--- config.mk ---
export PLATFORM = sky130hd
export DESIGN_NAME = multi_pushbutton_processor
export DESIGN_NICKNAME = d
export VERILOG_FILES = /design/src/rtl/multi_pushbutton_processor.sv
export SDC_FILE = /design/constraint.sdc
export NUM_CORES = 1
export LEC_CHECK = 0
export CORE_MARGIN = 4
export CORE_UTILIZATION = 35
export CTS_BUF_LIST = sky130_fd_sc_hd__clkbuf_8
export CTS_CLUSTER_DIAMETER = 60
export CTS_CLUSTER_SIZE = 16
export DETAILED_ROUTE_END_ITERATION = 10
export SYNTH_ARGS = -nofsm -noshare
export SYNTH_HDL_FRONTEND = slang
export SYNTH_SLANG_ARGS = --single-unit
export TNS_END_PERCENT = 100
--- constraint.sdc ---
create_clock -name clk_1khz -period 2.7 [get_ports clk_1khz]
set_clock_uncertainty 0.05 [all_clocks]
set_input_delay 0.81 -clock clk_1khz [delete_from_list [all_inputs] [get_ports clk_1khz]]
set_output_delay 0.81 -clock clk_1khz [all_outputs]
set_load 0.01 [all_outputs]
--- src/rtl/multi_pushbutton_processor.sv ---
// multi_pushbutton_processor
//   N-channel pushbutton front end. Each channel is synchronised (2 flops),
//   debounced, and classified as a short or long press. Long presses can
//   optionally auto-repeat while the button stays held. After reset every
//   channel is locked out until its button has been seen released, so a
//   button held through reset is ignored until it is let go.
//
// Ports
//   clk_1khz      in   1          1 kHz tick clock, rising edge
//   rst_i         in   1          asynchronous, active-high reset
//   pushbutton_i  in   N_BUTTONS  raw button levels, 1 = pressed
//   held_o        out  N_BUTTONS  debounced button level
//   short_o       out  N_BUTTONS  1-cycle pulse: released before long threshold
//   long_o        out  N_BUTTONS  1-cycle pulse: long threshold / repeat interval
module multi_pushbutton_processor #(
  parameter int unsigned N_BUTTONS     = 2,
  parameter int unsigned DEBOUNCE_MS   = 20,
  parameter int unsigned LONG_PRESS_MS = 2000,
  parameter bit          REPEAT_EN     = 1'b0,
  parameter int unsigned REPEAT_MS     = 250
) (
  input  logic                 clk_1khz,
  input  logic                 rst_i,
  input  logic [N_BUTTONS-1:0] pushbutton_i,
  output logic [N_BUTTONS-1:0] held_o,
  output logic [N_BUTTONS-1:0] short_o,
  output logic [N_BUTTONS-1:0] long_o
);

  localparam int unsigned DW       = $clog2(DEBOUNCE_MS + 1);
  localparam int unsigned HOLD_MAX = (LONG_PRESS_MS > REPEAT_MS) ? LONG_PRESS_MS : REPEAT_MS;
  localparam int unsigned HW       = $clog2(HOLD_MAX + 1);

  localparam logic [DW-1:0] DEB_LAST  = DW'(DEBOUNCE_MS - 1);
  localparam logic [HW-1:0] LONG_LAST = HW'(LONG_PRESS_MS - 1);
  localparam logic [HW-1:0] REP_LAST  = HW'(REPEAT_MS - 1);
  localparam logic [HW-1:0] HOLD_SAT  = HW'(HOLD_MAX);

  typedef enum logic [1:0] {
    ST_IDLE,
    ST_PRESSED,
    ST_LONG
  } state_t;

  logic [N_BUTTONS-1:0] sync1;
  logic [N_BUTTONS-1:0] sync2;

  always_ff @(posedge clk_1khz or posedge rst_i) begin
    if (rst_i) begin
      sync1 <= '0;
      sync2 <= '0;
    end else begin
      sync1 <= pushbutton_i;
      sync2 <= sync1;
    end
  end

  for (genvar g = 0; g < N_BUTTONS; g++) begin : g_ch
    logic          lockout;
    logic [DW-1:0] lock_cnt;
    logic [DW-1:0] deb_cnt;
    logic          held_q;
    logic          rise;
    logic          fall;
    state_t        state_q;
    state_t        state_d;
    logic [HW-1:0] hold_q;
    logic [HW-1:0] hold_d;
    logic [HW-1:0] hold_inc;
    logic          long_hit;
    logic          short_q;
    logic          short_d;
    logic          long_q;
    logic          long_d;

    // Release is judged on both sync flops so the reset value of sync2 cannot
    // masquerade as a released button while a held level is still in flight.
    always_ff @(posedge clk_1khz or posedge rst_i) begin
      if (rst_i) begin
        lockout  <= 1'b1;
        lock_cnt <= '0;
      end else if (lockout) begin
        if (sync1[g] || sync2[g]) begin
          lock_cnt <= '0;
        end else if (lock_cnt == DEB_LAST) begin
          lockout  <= 1'b0;
          lock_cnt <= '0;
        end else begin
          lock_cnt <= lock_cnt + 1'b1;
        end
      end
    end

    // Debounce accept: the edge on which the disagreement counter would reach
    // DEBOUNCE_MS toggles the debounced level.
    always_comb begin
      rise = 1'b0;
      fall = 1'b0;
      if (!lockout && (sync2[g] != held_q) && (deb_cnt == DEB_LAST)) begin
        rise = sync2[g];
        fall = !sync2[g];
      end
    end

    always_ff @(posedge clk_1khz or posedge rst_i) begin
      if (rst_i) begin
        deb_cnt <= '0;
        held_q  <= 1'b0;
      end else begin
        if (lockout || (sync2[g] == held_q) || (deb_cnt == DEB_LAST)) begin
          deb_cnt <= '0;
        end else begin
          deb_cnt <= deb_cnt + 1'b1;
        end
        if (rise) begin
          held_q <= 1'b1;
        end else if (fall) begin
          held_q <= 1'b0;
        end
      end
    end

    assign hold_inc = (hold_q == HOLD_SAT) ? hold_q : hold_q + 1'b1;
    assign long_hit = ((state_q == ST_PRESSED) && (hold_q == LONG_LAST)) ||
                      (REPEAT_EN && (state_q == ST_LONG) && (hold_q == REP_LAST));

    // State register
    always_ff @(posedge clk_1khz or posedge rst_i) begin
      if (rst_i) begin
        state_q <= ST_IDLE;
        hold_q  <= '0;
        short_q <= 1'b0;
        long_q  <= 1'b0;
      end else begin
        state_q <= state_d;
        hold_q  <= hold_d;
        short_q <= short_d;
        long_q  <= long_d;
      end
    end

    // Next state
    always_comb begin
      state_d = state_q;
      case (state_q)
        ST_IDLE:    if (rise) state_d = ST_PRESSED;
        ST_PRESSED: begin
          if (fall) begin
            state_d = ST_IDLE;
          end else if (long_hit) begin
            state_d = ST_LONG;
          end
        end
        ST_LONG:    if (fall) state_d = ST_IDLE;
        default:    state_d = ST_IDLE;
      endcase
    end

    // Outputs and hold counter; a long hit outranks a coincident release.
    always_comb begin
      hold_d  = hold_q;
      short_d = 1'b0;
      long_d  = 1'b0;
      case (state_q)
        ST_IDLE: hold_d = '0;
        ST_PRESSED: begin
          hold_d = hold_inc;
          if (long_hit) begin
            long_d = 1'b1;
            hold_d = '0;
          end else if (fall) begin
            short_d = 1'b1;
          end
        end
        ST_LONG: begin
          hold_d = hold_inc;
          if (long_hit) begin
            long_d = 1'b1;
            hold_d = '0;
          end
        end
        default: hold_d = '0;
      endcase
    end

    assign held_o[g]  = held_q;
    assign short_o[g] = short_q;
    assign long_o[g]  = long_q;
  end

endmodule

==> flow_summary.json, run 1 <==
{
  "status": "completed",
  "crit_fanout": 4,
  "fmax_mhz": 471,
  "fp.dieArea_sq_um": 10200,
  "initial_core_util": 0.364,
  "clk_pin_slew_worst_paths_ns": 0.08,
  "max_slew_margin": 0.663,
  "dp_hpwl_mm": 3.52,
  "cap_violations": 0,
  "cts_hold_buf": 0,
  "fin_crit_ns": 2.12,
  "first_global_vias": 2030,
  "worstPathArrival_ns": 1.26,
  "tns_ns": 0,
  "nets": 313,
  "via_per_inst": 4.91,
  "finalPower_w": 0.00209,
  "grt_use_met3": 0.0415,
  "place_inst": 389,
  "required_ns": 1.84,
  "ys_seq_elements": 58,
  "grt_pass1_wl_mm": 8.98,
  "post_cts_buffers": 0,
  "synth_area_leader_cell": "dfrtp_1",
  "insertion_delay_ns": 0.34,
  "dr.pass1.iters": 4,
  "crit_slowest_cell": "clkdlybuf4s50_1",
  "ys_top_cells_by_area": "dfrtp_1 (46%), ha_1 (5.8%), nor2_1 (4.5%)",
  "powerDensity_nw_per_um2": 618,
  "gp_congestion": 0.822,
  "yosysWarnings": 0,
  "slew_violations": 0,
  "cts_tree": "yes",
  "fin_crit_sh": 0.786,
  "cts-resized-gates": 0,
  "syn_nets": 300,
  "crit_buf_inv": 1,
  "fin_cells": 405,
  "min_path_type": "reg -> reg",
  "busiest_layer": "met2",
  "core_sq_um": 8300,
  "grt_util_all_layers": 0.110,
  "ir_worst_vdd_v": 0.000257,
  "areaGrowthSynthToFinish_pct": 11.9,
  "yosysSeqAreaShare": 0.482,
  "gr-usage-met2": 0.184,
  "num_vias": 1990,
  "clock_sinks": 58,
  "die_w_um": 101,
  "setup_viol": 0,
  "hold_viol_final": 0,
  "yosys.area.top_type_share": 0.464,
  "crit_chain": "clkdlybuf4s50_1",
  "grt_remaining_overflow": 0,
  "syn_area_sq_um": 3020,
  "post_route_cells_drive_above_1_share": 0.143,
  "io_pins": 10,
  "rsz0062_at_grt": "no",
  "fin_hold_ws_ns": 0.405,
  "cts_root_buf": "clkbuf_8",
  "cts_buffer_depth": 2,
  "worst_path_largest_cell_delay_ns": 0.55,
  "n_fill_cell": 816,
  "htreeDepth": 3,
  "gr-usage-met1": 0.131,
  "ant_nets": 0,
  "p_leak_nw": 1.44,
  "postSynthAreaPerCell_sq_um": 10.7,
  "rows": 33,
  "critPathCaptureType": "primary output",
  "grt_start_max_net_pins": 21,
  "postSynthCellCount": 282,
  "drt-initial-drc-count": 67,
  "wirelength_mm": 4.99,
  "numCtsBuffers": 9,
  "worst_slew_pin_slew_ns": 0.499,
  "diodes": 0,
  "wire_per_inst_um": 12.3,
  "drc": 0,
  "synth.distinct_cells": 47,
  "numPortBuffers": 9,
  "critPathLaunchType": "flip-flop",
  "die_h_um": 101,
  "antenna_found_initial": 0,
  "crit_type": "reg -> out",
  "critical_path.top_delay_family": "buffers and inverters"
}
-- registers in the layout, indices dropped and copies added (netlist names) --
| name | count |
|---|---|
| g_ch.long_q | 2 |
| g_ch.short_q | 2 |
| g_ch.deb_cnt | 10 |
| g_ch.held_q | 2 |
| g_ch.lock_cnt | 10 |
| g_ch.lockout | 2 |
| g_ch.state_q | 4 |
| sync1 | 2 |
| sync2 | 2 |
| g_ch.hold_q | 22 |
-- logic make-up after synthesis --
family / share of synthesized area
AND/OR/NAND/NOR: 0.245
flip-flops: 0.482
AO/OA/AOI/OAI: 0.0808
buffers and inverters: 0.0406
XOR/XNOR: 0.0696
adder cells (fa/ha/maj): 0.0580
multiplexers: 0.0249
-- through the flow --
stage	utilization	setup WS, ns	instance area (sq um)
floorplan	-	0.415	3020
global placement	0.386	0.857	3200
detailed placement	0.386	0.826	3200
CTS	0.407	0.548	3380
global route	0.407	0.506	3380
finish	0.407	0.578	3380
-- where the power goes --
group / leakage, nW / internal [W] / total, W / switching, W
clock: 0.0847 / 0.000357 / 0.000719 / 0.000362
sequential: 0.779 / 0.000929 / 0.000984 / 0.0000548
combinational: 0.574 / 0.000164 / 0.000386 / 0.000221
-- layer usage --
metal / vias up / wire length (um)
met4: 0 / 55
met2: 19 / 2340
li1: 1002 / -
met5: - / 0
met3: 8 / 161
met1: 961 / 2430
-- Yosys cell counts, drive strengths merged --
cell / instances
or2: 2
dfrtp: 56
nor2: 36
a21boi: 3
mux2: 4
nand4bb: 4
ha: 14
xor2: 9
or2b: 1
and3: 6
o41ai: 2
buf: 8
nor4: 6
nor4bb: 3
a21oi: 6
a22oi: 1
o21a: 2
dfstp: 2
nor3: 7
nand2b: 10
or3b: 2
nor4b: 1
clkbuf: 2
nand2: 16
nand4b: 3
nand3: 15
xnor2: 15
o31ai: 5
and2: 3
inv: 16
o21ai: 9
mux2i: 3
o31a: 1
o32ai: 3
nand4: 2
o22ai: 3
and4bb: 1
-- path summary, 6_finish.rpt --
check,start,to,slack (ns),cells after the start
worst min-delay path,g_ch[1].deb_cnt[0],g_ch[1].deb_cnt[0],0.41,1
worst max register to register,g_ch[0].state_q[0],g_ch[0].state_q[0],0.82,6
worst max-delay path,g_ch[1].held_q,held_o[1],0.58,1
max in group asynchronous,rst_i,g_ch[1].deb_cnt[4],1.28,3
min in group asynchronous,rst_i,g_ch[0].held_q,0.71,2
worst min register to register,g_ch[1].deb_cnt[0],g_ch[1].deb_cnt[0],0.41,1
-- placed cells by master (no fill, tap or decap), types with 3 or more instances in the layout --
cell / n
nor3_1: 4
clkbuf_8: 10
a21boi_0: 3
nand2b_1: 10
o21ai_0: 8
xnor2_1: 15
xor2_1: 9
nand2_1: 16
and2_1: 3
buf_4: 3
nor2_1: 36
nand3_1: 15
o31ai_1: 5
mux2i_1: 3
nor4bb_1: 3
dfrtp_1: 56
o22ai_1: 3
ha_1: 14
a21oi_1: 6
nor3_2: 3
clkdlybuf4s50_1: 9
and3_1: 5
inv_1: 15
clkinvlp_4: 3
-- layout make-up --
type                       instances  area [sq um]  share of cell area
clock buffer                      10           138              0.0407
clock inverter                     6          41.3              0.0122
inverter                          16          60.1              0.0178
multi-input combinational        198          1440               0.427
sequential                        58          1450               0.430
tap                              105           131              0.0389
timing repair buffer              12           113              0.0333
No activity file was read; power rests on OpenSTA's default activity.
==> run 2: changes to the inputs <==
==> constraint.sdc (replaced) <==
create_clock -name clk_1khz -period 1.9 [get_ports clk_1khz]
set_clock_uncertainty 0.05 [all_clocks]
set_input_delay 0.57 -clock clk_1khz [delete_from_list [all_inputs] [get_ports clk_1khz]]
set_output_delay 0.57 -clock clk_1khz [all_outputs]
set_load 0.01 [all_outputs]
==> flow_summary.json, run 2 (synthesis results as in run 1) <==
{
  "status": "completed",
  "fp.dieArea_sq_um": 10200,
  "pre_cts_ws_ns": 0.0549,
  "crit_fanout": 3,
  "post_route_cells_drive_above_1_share": 0.164,
  "initial_core_util": 0.364,
  "num_vias": 2000,
  "dpl_cell_area_sq_um": 3260,
  "final.setup.worst_slack_ns": 0.0319,
  "dp_hpwl_mm": 3.53,
  "antenna_found_initial": 0,
  "powerDensity_nw_per_um2": 913,
  "diodes": 0,
  "cap_violations": 0,
  "crit_type": "reg -> reg",
  "cts_root_buf": "clkbuf_8",
  "final_cell_mix": "dfrtp_1 (56), nor2_1 (36), inv_1 (17)",
  "worstPathArrival_ns": 2.02,
  "drc": 0,
  "cts_buffer_depth": 2,
  "fin_crit_ns": 1.87,
  "final_core_util": 0.424,
  "die_w_um": 101,
  "core_sq_um": 8300,
  "gp_congestion": 0.755,
  "rows": 33,
  "regMostFlops": "g_ch.hold_q",
  "first_global_vias": 2001,
  "clk_pin_slew_worst_paths_ns": 0.06,
  "drt-initial-drc-count": 31,
  "worst_slew_pin_slew_ns": 0.447,
  "io_pins": 10,
  "hold_viol_final": 0,
  "numCtsBuffers": 9,
  "setup_viol": 0,
  "insertion_delay_ns": 0.33,
  "min_path_type": "reg -> reg",
  "clock_sinks": 58,
  "ir_worst_vdd_v": 0.000379,
  "grt_util_all_layers": 0.109,
  "critPathCaptureType": "flip-flop",
  "wire_per_inst_um": 12.1,
  "grt_remaining_overflow": 0,
  "post_cts_buffers": 0,
  "die_h_um": 101,
  "wirelength_mm": 4.94,
  "grt_start_max_net_pins": 24,
  "p_leak_nw": 1.52,
  "fin_crit_sh": 0.983,
  "required_ns": 2.06,
  "numPortBuffers": 9,
  "via_per_inst": 4.89,
  "critPathLaunchType": "flip-flop",
  "ant_nets": 0,
  "max_slew_margin": 0.698,
  "final_area_sq_um": 3520,
  "cts_tree": "yes",
  "grt_pass1_wl_mm": 8.88,
  "largestRegisters": "g_ch.hold_q x22, g_ch.deb_cnt x10, g_ch.lock_cnt x10",
  "slew_violations": 0,
  "areaGrowthSynthToFinish_pct": 16.6,
  "rsz0062_at_grt": "yes",
  "fmax_mhz": 535,
  "nets": 317,
  "dr.pass1.iters": 4,
  "largest_reg_flops": 22,
  "htreeDepth": 3,
  "final_common_cell": "dfrtp_1"
}
## run 2: cell count changes in the layout (fill, tap and decap cells not counted), sizes merged
| cell | change |
|---|---|
| clkinv | -1 |
| dlymetal6s2s | +1 |
| clkbuf | +2 |
| buf | +4 |
| dlygate4sd2 | +1 |
| clkdlybuf4s50 | -2 |
| clkinvlp | -2 |
| bufinv | +1 |
## run 2: final cells by class
cell class	count	area (sq um)
Tap cell	105	131
Fill cell	801	4780
Multi-Input combinational cell	198	1500
Inverter	16	63.8
Clock buffer	12	165
Clock inverter	4	42.5
Timing Repair Buffer	16	169
Sequential cell	58	1450
## run 2: worst paths after layout
| path | slack [ns] | from | depth (start not counted) | end |
|---|---|---|---|---|
| min in group asynchronous | 0.50 | rst_i | 2 | g_ch[1].lock_cnt[0] |
| max in group asynchronous | 0.81 | rst_i | 3 | g_ch[1].lockout |
| hold / removal | 0.41 | g_ch[0].deb_cnt[0] | 1 | g_ch[0].deb_cnt[0] |
| hold reg to reg | 0.41 | g_ch[0].deb_cnt[0] | 1 | g_ch[0].deb_cnt[0] |
| setup / recovery | 0.03 | g_ch[0].state_q[0] | 6 | g_ch[0].state_q[0] |
| setup reg to reg | 0.03 | g_ch[0].state_q[0] | 6 | g_ch[0].state_q[0] |
## run 2: timing repair
item                                    4_1_cts  5_1_grt
hold buffers                                  0        0
endpoints found under the setup margin        1        3
resized for setup                             1        9
## run 2: worst max-delay path: stages (launching register included)
cell and delay (ns):
dfrtp_1 0.37, inv_1 0.07, ha_1 0.24, or2_2 0.33, o32ai_4 0.24, o22ai_2 0.12, mux2_1 0.33
## run 2: stage by stage
| step | hold slack, ns | cells | TNS, ns | total power (W) |
|---|---|---|---|---|
| after floorplan | 0.383 | 282 | 0 | 0.00186 |
| after detailed placement | 0.402 | 393 | 0 | 0.00203 |
| after global routing | 0.450 | 409 | -0.0669 | 0.00343 |
| after CTS | 0.413 | 409 | 0 | 0.00321 |
| after global placement | 0.401 | 393 | 0 | 0.00200 |
| final | 0.413 | 409 | 0 | 0.00321 |
## run 2: power breakdown
group / internal (W) / total, W / switching, W
sequential: 0.00132 / 0.00140 / 0.0000806
clock: 0.000702 / 0.00117 / 0.000464
combinational: 0.000301 / 0.000648 / 0.000346
total: 0.00232 / 0.00321 / 0.000891
## run 2: layer usage
metal | vias to the layer above | global-route usage | part of all wire
li1 | 1009 | - | -
met1 | 967 | 0.142 | 0.49
met2 | 16 | 0.167 | 0.47
met3 | 8 | 0.0394 | 0.032
met4 | 0 | 0.0373 | 0.011
met5 | - | 0 | 0
==> run 3: changes to the inputs <==
--- a/config.mk
+++ b/config.mk
@@ -5,12 +5,15 @@
 export SDC_FILE = /design/constraint.sdc
 export NUM_CORES = 1
 export LEC_CHECK = 0
+export CELL_PAD_IN_SITES_DETAIL_PLACEMENT = 0
+export CELL_PAD_IN_SITES_GLOBAL_PLACEMENT = 1
 export CORE_MARGIN = 4
 export CORE_UTILIZATION = 35
 export CTS_BUF_LIST = sky130_fd_sc_hd__clkbuf_8
 export CTS_CLUSTER_DIAMETER = 60
 export CTS_CLUSTER_SIZE = 16
 export DETAILED_ROUTE_END_ITERATION = 10
+export PLACE_DENSITY_LB_ADDON = 0.1
 export SYNTH_ARGS = -nofsm -noshare
 export SYNTH_HDL_FRONTEND = slang
 export SYNTH_SLANG_ARGS = --single-unit
==> flow_summary.json, run 3 (synthesis results as in run 1) <==
{
  "final_common_cell": "dfrtp_1",
  "worst_slew_pin_slew_ns": 0.485,
  "critical_path.endpoint": "g_ch[0].state_q[0]",
  "wirelength_mm": 5.38,
  "min_path_type": "reg -> reg",
  "initial_core_util": 0.364,
  "cts_root_buf": "clkbuf_8",
  "areaGrowthSynthToFinish_pct": 15.6,
  "cts_tree": "yes",
  "place_inst": 392,
  "crit_type": "reg -> reg",
  "dp_hpwl_mm": 3.61,
  "ant_nets": 0,
  "numCtsBuffers": 9,
  "fp.dieArea_sq_um": 10200,
  "antenna_found_initial": 0,
  "critPathLaunchType": "flip-flop",
  "drt-initial-drc-count": 63,
  "largestRegisters": "g_ch.hold_q x22, g_ch.deb_cnt x10, g_ch.lock_cnt x10",
  "numPortBuffers": 9,
  "die_w_um": 101,
  "final_core_util": 0.421,
  "clk_pin_slew_worst_paths_ns": 0.06,
  "p_leak_nw": 1.49,
  "regToRegSetupSlack_ns": 0.05,
  "dpl_cell_area_sq_um": 3240,
  "grt_remaining_overflow": 0,
  "io_pins": 10,
  "grt_pass1_wl_mm": 9.57,
  "worstPathArrival_ns": 2.02,
  "hold_viol_final": 0,
  "grt_util_all_layers": 0.120,
  "max_slew_margin": 0.672,
  "final_cell_mix": "dfrtp_1 (56), nor2_1 (36), nand2_1 (16), inv_1 (16)",
  "htreeDepth": 3,
  "r2r-end": "g_ch[0].state_q[0]",
  "core_sq_um": 8300,
  "r2r-start": "g_ch[0].state_q[0]",
  "insertion_delay_ns": 0.34,
  "diodes": 0,
  "nets": 317,
  "ir_worst_vdd_v": 0.000294,
  "clock_sinks": 58,
  "post_route_cells_drive_above_1_share": 0.172,
  "finalPower_w": 0.00310,
  "first_global_vias": 2024,
  "num_vias": 1994,
  "gp_congestion": 0.735,
  "regMostFlops": "g_ch.hold_q",
  "fin_cells": 408,
  "final_area_sq_um": 3490,
  "dr.pass1.iters": 4,
  "grt_start_max_net_pins": 59,
  "via_per_inst": 4.89,
  "largest_reg_flops": 22,
  "fmax_mhz": 541,
  "cts_buffer_depth": 2,
  "startpoint": "g_ch[0].state_q[0]",
  "powerDensity_nw_per_um2": 888,
  "required_ns": 2.07,
  "drc": 0,
  "rows": 33,
  "die_h_um": 101,
  "status": "completed",
  "fin_crit_sh": 0.973,
  "ff2ff_path_depth": 6,
  "slew_violations": 0,
  "critPathCaptureType": "flip-flop",
  "wire_per_inst_um": 13.2,
  "cts_hold_buf": 0,
  "setup_viol": 0,
  "cap_violations": 0,
  "crit_fanout": 3,
  "fin_crit_ns": 1.85
}
run 3: final cells by class:
cell class,count,area (sq um)
Clock buffer,11,151
Clock inverter,4,18.8
Fill cell,785,4810
Inverter,16,63.8
Multi-Input combinational cell,198,1520
Sequential cell,58,1450
Tap cell,105,131
Timing Repair Buffer,16,153
run 3: report_power, final:
part           switching, W  internal [W]  leakage [nW]
combinational      0.000363      0.000329         0.615
sequential        0.0000793       0.00132         0.779
clock              0.000482      0.000525        0.0961
run 3: timing repair:
item,CTS,global route
setup buffers,0,1
pin swaps,0,4
endpoints found under the setup margin,2,2
gates resized for setup,2,12
run 3: worst max-delay path: stages, from the launching register on:
cell,delay [ns]
dfrtp_1,0.37
inv_1,0.07
ha_2,0.19
or2_2,0.32
o32ai_4,0.30
o22ai_2,0.12
mux2_4,0.31
run 3: worst min-delay path by stage:
stage / start / endpoint / depth (start not counted)
2_1_floorplan: g_ch[0].deb_cnt[0] / g_ch[0].deb_cnt[0] / 1
3_5_place_dp: g_ch[0].deb_cnt[0] / g_ch[0].deb_cnt[0] / 1
5_1_grt: g_ch[0].deb_cnt[0] / g_ch[0].deb_cnt[0] / 1
6_report: g_ch[0].deb_cnt[0] / g_ch[0].deb_cnt[0] / 1
3_3_place_gp: g_ch[1].deb_cnt[0] / g_ch[1].deb_cnt[0] / 1
4_1_cts: g_ch[0].deb_cnt[0] / g_ch[0].deb_cnt[0] / 1
run 3: layer usage:
layer,vias to the layer above,GRT usage,wire [um]
li1,1010,-,-
met1,956,0.154,2620
met2,15,0.185,2490
met3,13,0.0374,159
met4,0,0.0560,117
met5,-,0,0
run 3: metrics by stage:
stage                     hold slack [ns]  setup TNS, ns  setup WS, ns
final                               0.407              0        0.0520
after global routing                0.446       -0.00466      -0.00466
after global placement              0.398              0         0.102
after CTS                           0.412              0        0.0265
after floorplan                     0.383              0         0.158
after detailed placement            0.403              0        0.0614
